### src/rtl/timer_pkg.sv
// Shared constants for the bus timer responder: register offsets (word index
// taken from address bits [4:2]), CTRL/STATUS bit positions, and a
// byte-enable merge helper.
package timer_pkg;

  localparam logic [2:0] MTIME_LO_OFF = 3'd0;
  localparam logic [2:0] MTIME_HI_OFF = 3'd1;
  localparam logic [2:0] CMP_LO_OFF   = 3'd2;
  localparam logic [2:0] CMP_HI_OFF   = 3'd3;
  localparam logic [2:0] CTRL_OFF     = 3'd4;
  localparam logic [2:0] STATUS_OFF   = 3'd5;

  localparam int CTRL_EN_BIT        = 0;
  localparam int CTRL_RELOAD_BIT    = 1;
  localparam int CTRL_DIV_LSB       = 16;
  localparam int STATUS_PENDING_BIT = 0;

  // Replace only the bytes whose enable is set.
  function automatic logic [31:0] be_merge(input logic [31:0] old_word,
                                           input logic [31:0] new_word,
                                           input logic [3:0]  be);
    logic [31:0] res;
    for (int i = 0; i < 4; i++) begin
      res[8*i +: 8] = be[i] ? new_word[8*i +: 8] : old_word[8*i +: 8];
    end
    return res;
  endfunction

endpackage

### src/rtl/timer_prescaler.sv
// Prescaler for the bus timer: emits one tick every DIV+1 enabled cycles.
// clr restarts the count (used when CTRL is rewritten).
module timer_prescaler #(
  parameter int PRESCALE_W = 16
) (
  input  logic                  clk,
  input  logic                  sys_reset_n,
  input  logic                  i_en,
  input  logic [PRESCALE_W-1:0] i_div,
  input  logic                  i_clr,
  output logic                  o_tick
);

  logic [PRESCALE_W-1:0] r_count;

  assign o_tick = i_en && (r_count == i_div);

  // Count register: wraps on tick, holds while disabled, cleared by clr.
  always_ff @(posedge clk or negedge sys_reset_n) begin
    if (!sys_reset_n) begin
      r_count <= '0;
    end else if (i_clr) begin
      r_count <= '0;
    end else if (o_tick) begin
      r_count <= '0;
    end else if (i_en) begin
      r_count <= r_count + 1'b1;
    end
  end

endmodule

### src/rtl/bus_timer_responder.sv
// Memory-mapped 64-bit timer/compare responder on the core data bus.
// Optional macro TIMER_AUTORELOAD_EN adds CTRL[1] RELOAD: MTIME returns to 0
// when a tick would reach CMP, giving a periodic PENDING.
module bus_timer_responder
  import timer_pkg::*;
#(
  parameter logic [31:0] BASE_ADDR  = 32'h3000_0000,
  parameter int          PRESCALE_W = 16,
  parameter logic [63:0] CMP_RESET  = 64'hFFFF_FFFF_FFFF_FFFF
) (
  input  logic        clk,
  input  logic        sys_reset_n,
  input  logic        data_req,
  input  logic        data_we,
  input  logic [3:0]  data_be,
  input  logic [31:0] data_addr,
  input  logic [31:0] data_wdata,
  output logic [31:0] data_rdata,
  output logic        data_valid,
  output logic        timer_irq
);

  logic [63:0]           r_mtime;
  logic [63:0]           r_cmp;
  logic                  r_en;
  logic [PRESCALE_W-1:0] r_div;
  logic                  r_pending;
  logic                  r_valid;
  logic [31:0]           r_rdata;

  logic                  w_sel;
  logic [2:0]            w_off;
  logic                  w_wr;
  logic                  w_tick;
  logic                  w_reload;
  logic                  w_reload_hit;
  logic                  w_match;
  logic                  w_clr_pending;
  logic [31:0]           w_ctrl_word;
  logic [31:0]           w_ctrl_merge;
  logic [31:0]           w_rd_word;
  logic [63:0]           w_mtime_inc;
  logic [63:0]           w_mtime_tick;
  logic [63:0]           w_mtime_nxt;
  logic                  w_unused;

  assign w_sel   = data_req && (data_addr[31:12] == BASE_ADDR[31:12]);
  assign w_off   = data_addr[4:2];
  assign w_wr    = w_sel && data_we;
  assign w_match = (r_mtime >= r_cmp);
  assign w_clr_pending = w_wr && (w_off == STATUS_OFF) && data_be[0]
                         && data_wdata[STATUS_PENDING_BIT];
  assign w_ctrl_merge = be_merge(w_ctrl_word, data_wdata, data_be);
  assign w_mtime_inc  = r_mtime + 64'd1;
  assign w_unused = &{1'b0, data_addr[11:5], data_addr[1:0], w_ctrl_merge};

  timer_prescaler #(.PRESCALE_W(PRESCALE_W)) u_prescaler (
    .clk         (clk),
    .sys_reset_n (sys_reset_n),
    .i_en        (r_en),
    .i_div       (r_div),
    .i_clr       (w_wr && (w_off == CTRL_OFF)),
    .o_tick      (w_tick)
  );

`ifdef TIMER_AUTORELOAD_EN
  logic r_reload;

  assign w_reload     = r_reload;
  assign w_reload_hit = w_tick && r_reload && (w_mtime_inc >= r_cmp);

  // RELOAD bit, written alongside the rest of CTRL.
  always_ff @(posedge clk or negedge sys_reset_n) begin
    if (!sys_reset_n) begin
      r_reload <= 1'b0;
    end else if (w_wr && (w_off == CTRL_OFF)) begin
      r_reload <= w_ctrl_merge[CTRL_RELOAD_BIT];
    end
  end
`else
  assign w_reload     = 1'b0;
  assign w_reload_hit = 1'b0;
`endif

  // CTRL as seen on the bus; also the base for byte-merged writes.
  always_comb begin
    w_ctrl_word = '0;
    w_ctrl_word[CTRL_EN_BIT]                   = r_en;
    w_ctrl_word[CTRL_RELOAD_BIT]               = w_reload;
    w_ctrl_word[CTRL_DIV_LSB +: PRESCALE_W]    = r_div;
  end

  // Read mux over the register map; unmapped offsets read 0.
  always_comb begin
    w_rd_word = '0;
    case (w_off)
      MTIME_LO_OFF: w_rd_word = r_mtime[31:0];
      MTIME_HI_OFF: w_rd_word = r_mtime[63:32];
      CMP_LO_OFF:   w_rd_word = r_cmp[31:0];
      CMP_HI_OFF:   w_rd_word = r_cmp[63:32];
      CTRL_OFF:     w_rd_word = w_ctrl_word;
      STATUS_OFF:   w_rd_word[STATUS_PENDING_BIT] = r_pending;
      default:      w_rd_word = '0;
    endcase
  end

  // Next MTIME: tick/reload first, then a bus write overrides only its half,
  // so the untouched half still sees the carry.
  always_comb begin
    w_mtime_tick = w_tick ? w_mtime_inc : r_mtime;
    if (w_reload_hit) begin
      w_mtime_tick = '0;
    end
    w_mtime_nxt = w_mtime_tick;
    if (w_wr && (w_off == MTIME_LO_OFF)) begin
      w_mtime_nxt[31:0] = be_merge(r_mtime[31:0], data_wdata, data_be);
    end
    if (w_wr && (w_off == MTIME_HI_OFF)) begin
      w_mtime_nxt[63:32] = be_merge(r_mtime[63:32], data_wdata, data_be);
    end
  end

  // Timer, compare, control and pending state.
  always_ff @(posedge clk or negedge sys_reset_n) begin
    if (!sys_reset_n) begin
      r_mtime   <= '0;
      r_cmp     <= CMP_RESET;
      r_en      <= 1'b0;
      r_div     <= '0;
      r_pending <= 1'b0;
    end else begin
      r_mtime <= w_mtime_nxt;
      if (w_wr && (w_off == CMP_LO_OFF)) begin
        r_cmp[31:0] <= be_merge(r_cmp[31:0], data_wdata, data_be);
      end
      if (w_wr && (w_off == CMP_HI_OFF)) begin
        r_cmp[63:32] <= be_merge(r_cmp[63:32], data_wdata, data_be);
      end
      if (w_wr && (w_off == CTRL_OFF)) begin
        r_en  <= w_ctrl_merge[CTRL_EN_BIT];
        r_div <= w_ctrl_merge[CTRL_DIV_LSB +: PRESCALE_W];
      end
      // Set has priority over a same-cycle software clear.
      if (w_match || w_reload_hit) begin
        r_pending <= 1'b1;
      end else if (w_clr_pending) begin
        r_pending <= 1'b0;
      end
    end
  end

  // Bus response: one registered valid/rdata per selected request.
  always_ff @(posedge clk or negedge sys_reset_n) begin
    if (!sys_reset_n) begin
      r_valid <= 1'b0;
      r_rdata <= '0;
    end else begin
      r_valid <= w_sel;
      r_rdata <= (w_sel && !data_we) ? w_rd_word : '0;
    end
  end

  assign data_valid = r_valid;
  assign data_rdata = r_rdata;
  assign timer_irq  = r_pending;

endmodule

### config.mk
export PLATFORM = sky130hd
export DESIGN_NAME = bus_timer_responder
export DESIGN_NICKNAME = d
export VERILOG_FILES = /design/src/rtl/timer_pkg.sv /design/src/rtl/timer_prescaler.sv /design/src/rtl/bus_timer_responder.sv
export SDC_FILE = /design/constraint.sdc
export NUM_CORES = 1
export LEC_CHECK = 0
export ABC_AREA = 0
export CORE_ASPECT_RATIO = 0.6
export CORE_MARGIN = 2
export CORE_UTILIZATION = 60
export CTS_BUF_LIST = sky130_fd_sc_hd__clkbuf_8 sky130_fd_sc_hd__clkbuf_16
export DETAILED_ROUTE_END_ITERATION = 16
export MAX_ROUTING_LAYER = met4
export PLACE_DENSITY = 0.93
export SYNTH_ARGS = -nofsm -noshare
export SYNTH_HDL_FRONTEND = slang
export SYNTH_SLANG_ARGS = --single-unit
### constraint.sdc
create_clock -name clk -period 3.93 [get_ports clk]
set_input_delay 0.5895 -clock clk [delete_from_list [all_inputs] [get_ports clk]]
set_output_delay 0.5895 -clock clk [all_outputs]
set_load 0.02 [all_outputs]
# [Yosys cells after proc, flatten, opt, wreduce, memory -nomap -nowiden]
# Cells that the tools add are included.
[word_totals] register_bits=195 in_bits=72 out_inout_bits=34 elab_cells=93
[op_classes] add_sub_neg=2 magnitude_cmp=1 n_eq_ne=15 muxes=15 n_reduce_logical=37
[ops] operator="case mux 31 bit (5 select lines)" count=1
[ops] operator="2-to-1 mux 32 bit" count=3
[ops] operator="adder 64 x 1 -> 64 bit, second input constant" count=1
[ops] operator=">= comparator 64 bit" count=1
[ops] operator="2-to-1 mux 64 bit" count=1
[ops] operator="2-to-1 mux 16 bit" count=3
[ops] operator="AND reduction 2 bit" count=19
[ops] operator="2-to-1 mux 8 bit" count=4
[ops] operator="== test 20 x 18 -> 1 bit, second input constant" count=1
[ops] operator="adder 16 x 1 -> 16 bit, second input constant" count=1
[ops] operator="== test 16 bit" count=1
[ops] operator="!= test 2 bit, second input constant" count=8
[ops] operator="logical AND 1 bit" count=12
[ops] operator="== test 3 x 2 -> 1 bit, second input constant" count=2
[ops] operator="== test 3 bit, second input constant" count=2
[ops] operator="case mux 1 bit (6 select lines)" count=1
[ops] operator="nonzero test 2 bit" count=3
[ops] operator="== test 3 x 1 -> 1 bit, second input constant" count=1
[ops] operator="zero test 3 bit" count=1
[ops] operator="nonzero test 3 bit" count=1
[ops] operator="2-to-1 mux 1 bit" count=2
[ops] operator="zero test 1 bit" count=1

# [Logic depth before layout (Yosys ltp)]
[logic_depth] ltp_word=8 ltp_mapped=9 depth_no_buf=8

# [Modules after synthesis]
# Synthesis repeated with hierarchy kept, for this count alone.
[hier_totals] cells_unflattened=1234 hier_area_um2=12218.0
[modules_own_cells] mod="bus_timer_responder" n_inst=1 cells_per_inst=1117 area_each_um2=11121.9 seq_area_each_um2=4559.4
[modules_own_cells] mod="timer_prescaler" n_inst=1 cells_per_inst=117 area_each_um2=1096.1 seq_area_each_um2=400.4

# [Least setup slack after synthesis]
# Ideal clock, no wire load.
[synth_timing] kind="input to register" start="in data_addr[23]" end="reg r_en" setup_ps=125 arrival_time_ps=2339 required_ps=3805 path_slack_ps=1466 path_stages=6 path_buffers=1 cell_sequence="nor4b_1 -> nand2_1 -> nor4_2 -> buf_2 -> nand2_1 -> mux2_2"
[synth_via] elab_chain_len=5
[synth_lines] item="start, declared" line_no="bus_timer_responder.sv:16" source="input logic [31:0] data_addr,"
[synth_lines] item="== test 20 x 18 -> 1 bit" line_no="bus_timer_responder.sv:47" source="assign w_sel = data_req && (data_addr[31:12] == BASE_ADDR[31:12]);"
[synth_lines] item="logical AND 1 bit" line_no="bus_timer_responder.sv:47"
[synth_lines] item="logical AND 1 bit" line_no="bus_timer_responder.sv:49" source="assign w_wr = w_sel && data_we;"
[synth_lines] item="logical AND 1 bit" line_no="bus_timer_responder.sv:139" source="if (w_wr && (w_off == CTRL_OFF)) begin"
[synth_lines] item="AND reduction 2 bit (no line)"
[synth_lines] item="end signal, assigned" line_no="bus_timer_responder.sv:140" source="r_en <= w_ctrl_merge[CTRL_EN_BIT];"
[synth_lines] item="end, declared" line_no="bus_timer_responder.sv:25" source="logic r_en;"
# Every way passes these cells.
# A chain may end at the register's enable or synchronous reset.

# [Worst setup path in the final report]
[layout_timing] start="reg r_mtime[1]" end="reg r_mtime[40]"
[layout_via] elab_chain_len=3
[layout_lines] item="start, declared" line_no="bus_timer_responder.sv:23" source="logic [63:0] r_mtime;"
[layout_lines] item="start signal, assigned" line_no="bus_timer_responder.sv:132" source="r_mtime <= w_mtime_nxt;"
[layout_lines] item="adder 64 x 1 -> 64 bit" line_no="bus_timer_responder.sv:54" source="assign w_mtime_inc = r_mtime + 64'd1;"
[layout_lines] item="2-to-1 mux 64 bit" line_no="bus_timer_responder.sv:110" source="w_mtime_tick = w_tick ? w_mtime_inc : r_mtime;"
[layout_lines] item="2-to-1 mux 32 bit" line_no="bus_timer_responder.sv:118" source="if (w_wr && (w_off == MTIME_HI_OFF)) begin"
# Every way passes these cells. The select of a mux whose other input is x is not followed.

==> summary.txt <==
Worst setup path
  – Kind of critical path: flip-flop to flip-flop
  – CP Capture Type: flip-flop
  – CP required: 4.29 ns
  – CP max FO: 15
  – R2R setup slack: 0.47 ns
  – Startpoint types: flip-flop
  – Critical R2R Launch: r_mtime[1]$_DFFE_PN0P_
  – Reg2reg path depth: 7
  – CP startpoint: r_mtime[1]$_DFFE_PN0P_
  – Capture point of the worst reg-to-reg path: r_mtime[40]$_DFFE_PN0P_
  – Critical Path AT: 3.82 ns
  – Critical path endpoint: r_mtime[40]$_DFFE_PN0P_

Floorplanning
  – Core box area: 0.0201 mm^2
  – Row count: 40
  – Die Span Y: 115 um
  – Starting Density: 61.4%
  – I/O pin cnt: 106
  – Die Span X: 189 um
  – DIE AREA: 0.0217 mm^2

Logic synthesis
  – Mean Syn Cell Area: 9.75 um^2
  – YS warnings: 0
  – Sequential area share after synthesis: 40.2%
  – Dominant synthesized flop cell: dfrtp_1
  – Post-synth EDFFs: 0
  – Most frequent cells after synthesis: 131 x dfrtp_1, 106 x nand2_1, 81 x inv_1, 81 x mux2_2, 72 x nor2_1
  – Unique masters post-synth: 80
  – Post-synth ARST share: 100%
  – Register bit total from synthesis: 195
  – Mapped Cells: 1,264
  – Syn nets: 1,402
  – Top-area cell type share of the netlist area: 26.6%
  – Synth area leaders: dfrtp_1 27%, dfstp_2 14%, mux2_2 7.4%
  – Cell Area, Synth: 0.0123 mm^2
  – Largest area contributor in the netlist: dfrtp_1
  – Most frequent cell after synthesis: dfrtp_1

Global routing
  – Largest net degree at the start of global routing: 74
  – First-pass GRT wire length: 62,900 um
  – Gr usage total: 39.6%
  – Vias in the first global route: 11,000
  – Total congestion overflow: 0
  – Initial antenna violation count: 1

Placed design
  – GPL Wtd Cong: 1.05
  – Place WS: 0.612 ns
  – Cell Area, Placed: 0.0137 mm^2
  – Detail Placement HPWL: 29,600 um
  – Port Buf Inserts: 96

Routing
  – Post-route ant nets: 0
  – Remaining DRCs: 0
  – Via count: 11,500
  – Avg WL per Cell: 24.2 um
  – Via/cell ratio: 6.92
  – DRT iter0 DRCs: 1,717
  – Detailed Routing Iterations Pass 1: 6
  – DRT Wirelength: 40,100 um

STA
  – Final setup vio count: 0
  – Setup TNS: 0 ns
  – Crit share post-route: 88.1%
  – Final worst setup slack: 0.468 ns
  – Max Slew Vio Count: 0
  – Final hold vios: 0
  – RSZ-0062 raised after global routing: no
  – Final Skew: 0.0144 ns
  – Final min period: 3.46 ns
  – Fmax: 289 MHz
  – Worst slew pin tran: 1.08 ns
  – Max-slew headroom: 27.2%

Clocking
  – TritonCTS Buffers: 17
  – Reg clk slew, reported paths: 0.07 ns
  – Deepest clock path buffer count: 2
  – Post-CTS Setup Inserts: 0
  – Hold Buf Count CTS: 0
  – Post-cts resize count: 0
  – Clock Sinks: 195
  – CTS tree: yes
  – H-tree depth: 4
  – CTS root buffer: clkbuf_16
  – Clock Latency Late Sink: 0.46 ns

Cells and area
  – Layout cells sized above 1: 19.5%
  – Fin util: 71.4%
  – Area growth, synth to finish: 16.3%
  – Post-route cell area: 0.0143 mm^2
  – Nets: 1,509

Pwr
  – Peak VDD IR: 310 uV
  – PD cells: 285 mW/mm^2
  – Pleak: 5.88 nW

Status
  – Status: completed

Flow run
  – MaxCap Viol Count: 0

Hold path
  – Hold WC Path Type: primary input to asynchronous set/reset pin
## layer usage
metal  track usage, %  part of all wire [%]
met1             54.7                    42
met2             53.6                    40
met3             15.4                    15
met4             11.9                   2.7
met5                -                     0
## final cells by class
class                           count  area (um^2)
Multi-Input combinational cell    940         6840
Fill cell                        1482         5740
Clock inverter                     10          134
Antenna cell                        1         2.50
Inverter                           81          304
Sequential cell                   195         4960
Timing Repair Buffer              136         1270
Clock buffer                       21          480
Tap cell                          273          342
## logic make-up after synthesis
group	count (synthesis)	synth area share, %
AND/OR/NAND/NOR	476	21.0
flip-flops	195	40.2
buffers and inverters	129	4.26
multiplexers	106	11.1
AO/OA/AOI/OAI	270	15.1
adder cells (fa/ha/maj)	66	6.70
XOR/XNOR	22	1.62
## through the flow
stage	std cells	hold WS [ns]	total power, mW
2_1_floorplan	1264	0.294	2.11
3_3_place_gp	1625	0.491	2.26
3_5_place_dp	1625	0.515	2.26
4_1_cts	1656	0.169	4.08
5_1_grt	1657	0.190	4.19
6_report	1657	0.149	4.09
## sequential cells by signal, summed over array words and instances (netlist names)
register             flops
data_rdata              32
data_valid               1
u_prescaler.r_count     16
r_div                   16
r_en                     1
timer_irq                1
r_mtime                 64
r_cmp                   64
## critical path, cell delays in order, from the launching register on
cell and delay [ns]:
dfrtp_1 0.50, ha_1 0.27, nand4_1 0.23, nor4_1 0.74, nand2_1 0.34, nor4_4 0.81, a211oi_1 0.19, a211oi_1 0.28
## power breakdown
group	switching (mW)	internal (mW)
combinational	0.137	0.0855
sequential	0.00000438	2.01
clock	0.797	1.06
## worst min path at each step
stage                                from                       end  slack (ns)  cells after the start
floorplan                     sys_reset_n   data_rdata[0]$_DFF_PN0_        0.29                      0
global placement     r_cmp[9]$_DFFE_PN1P_      r_cmp[9]$_DFFE_PN1P_        0.49                      2
detailed placement  r_cmp[41]$_DFFE_PN1P_     r_cmp[41]$_DFFE_PN1P_        0.52                      2
CTS                           sys_reset_n   r_mtime[43]$_DFFE_PN0P_        0.17                      1
global route                  sys_reset_n  data_rdata[12]$_DFF_PN0_        0.19                      1
finish                        sys_reset_n  data_rdata[12]$_DFF_PN0_        0.15                      1
## layout by cell type (no fill, tap or decap), types with 9 or more instances in the layout
| cell | n |
|---|---|
| clkbuf_16 | 17 |
| a211oi_1 | 22 |
| o21a_1 | 9 |
| nor2b_1 | 21 |
| nand4_1 | 53 |
| dfrtp_1 | 131 |
| and2_1 | 32 |
| dfstp_2 | 64 |
| o22ai_1 | 19 |
| nor4_1 | 10 |
| o211ai_1 | 16 |
| mux2_2 | 81 |
| o21ai_0 | 41 |
| ha_1 | 66 |
| a21oi_1 | 56 |
| clkdlybuf4s50_1 | 93 |
| mux4_2 | 16 |
| and3_1 | 27 |
| a22oi_1 | 31 |
| nand2_1 | 106 |
| inv_1 | 83 |
| nor2_1 | 72 |
| xnor2_1 | 14 |
| nand3_1 | 53 |
| nor3_1 | 32 |
| mux2i_1 | 9 |
| nand2b_1 | 10 |
| buf_4 | 39 |
Power figures use the tool's default switching activity.
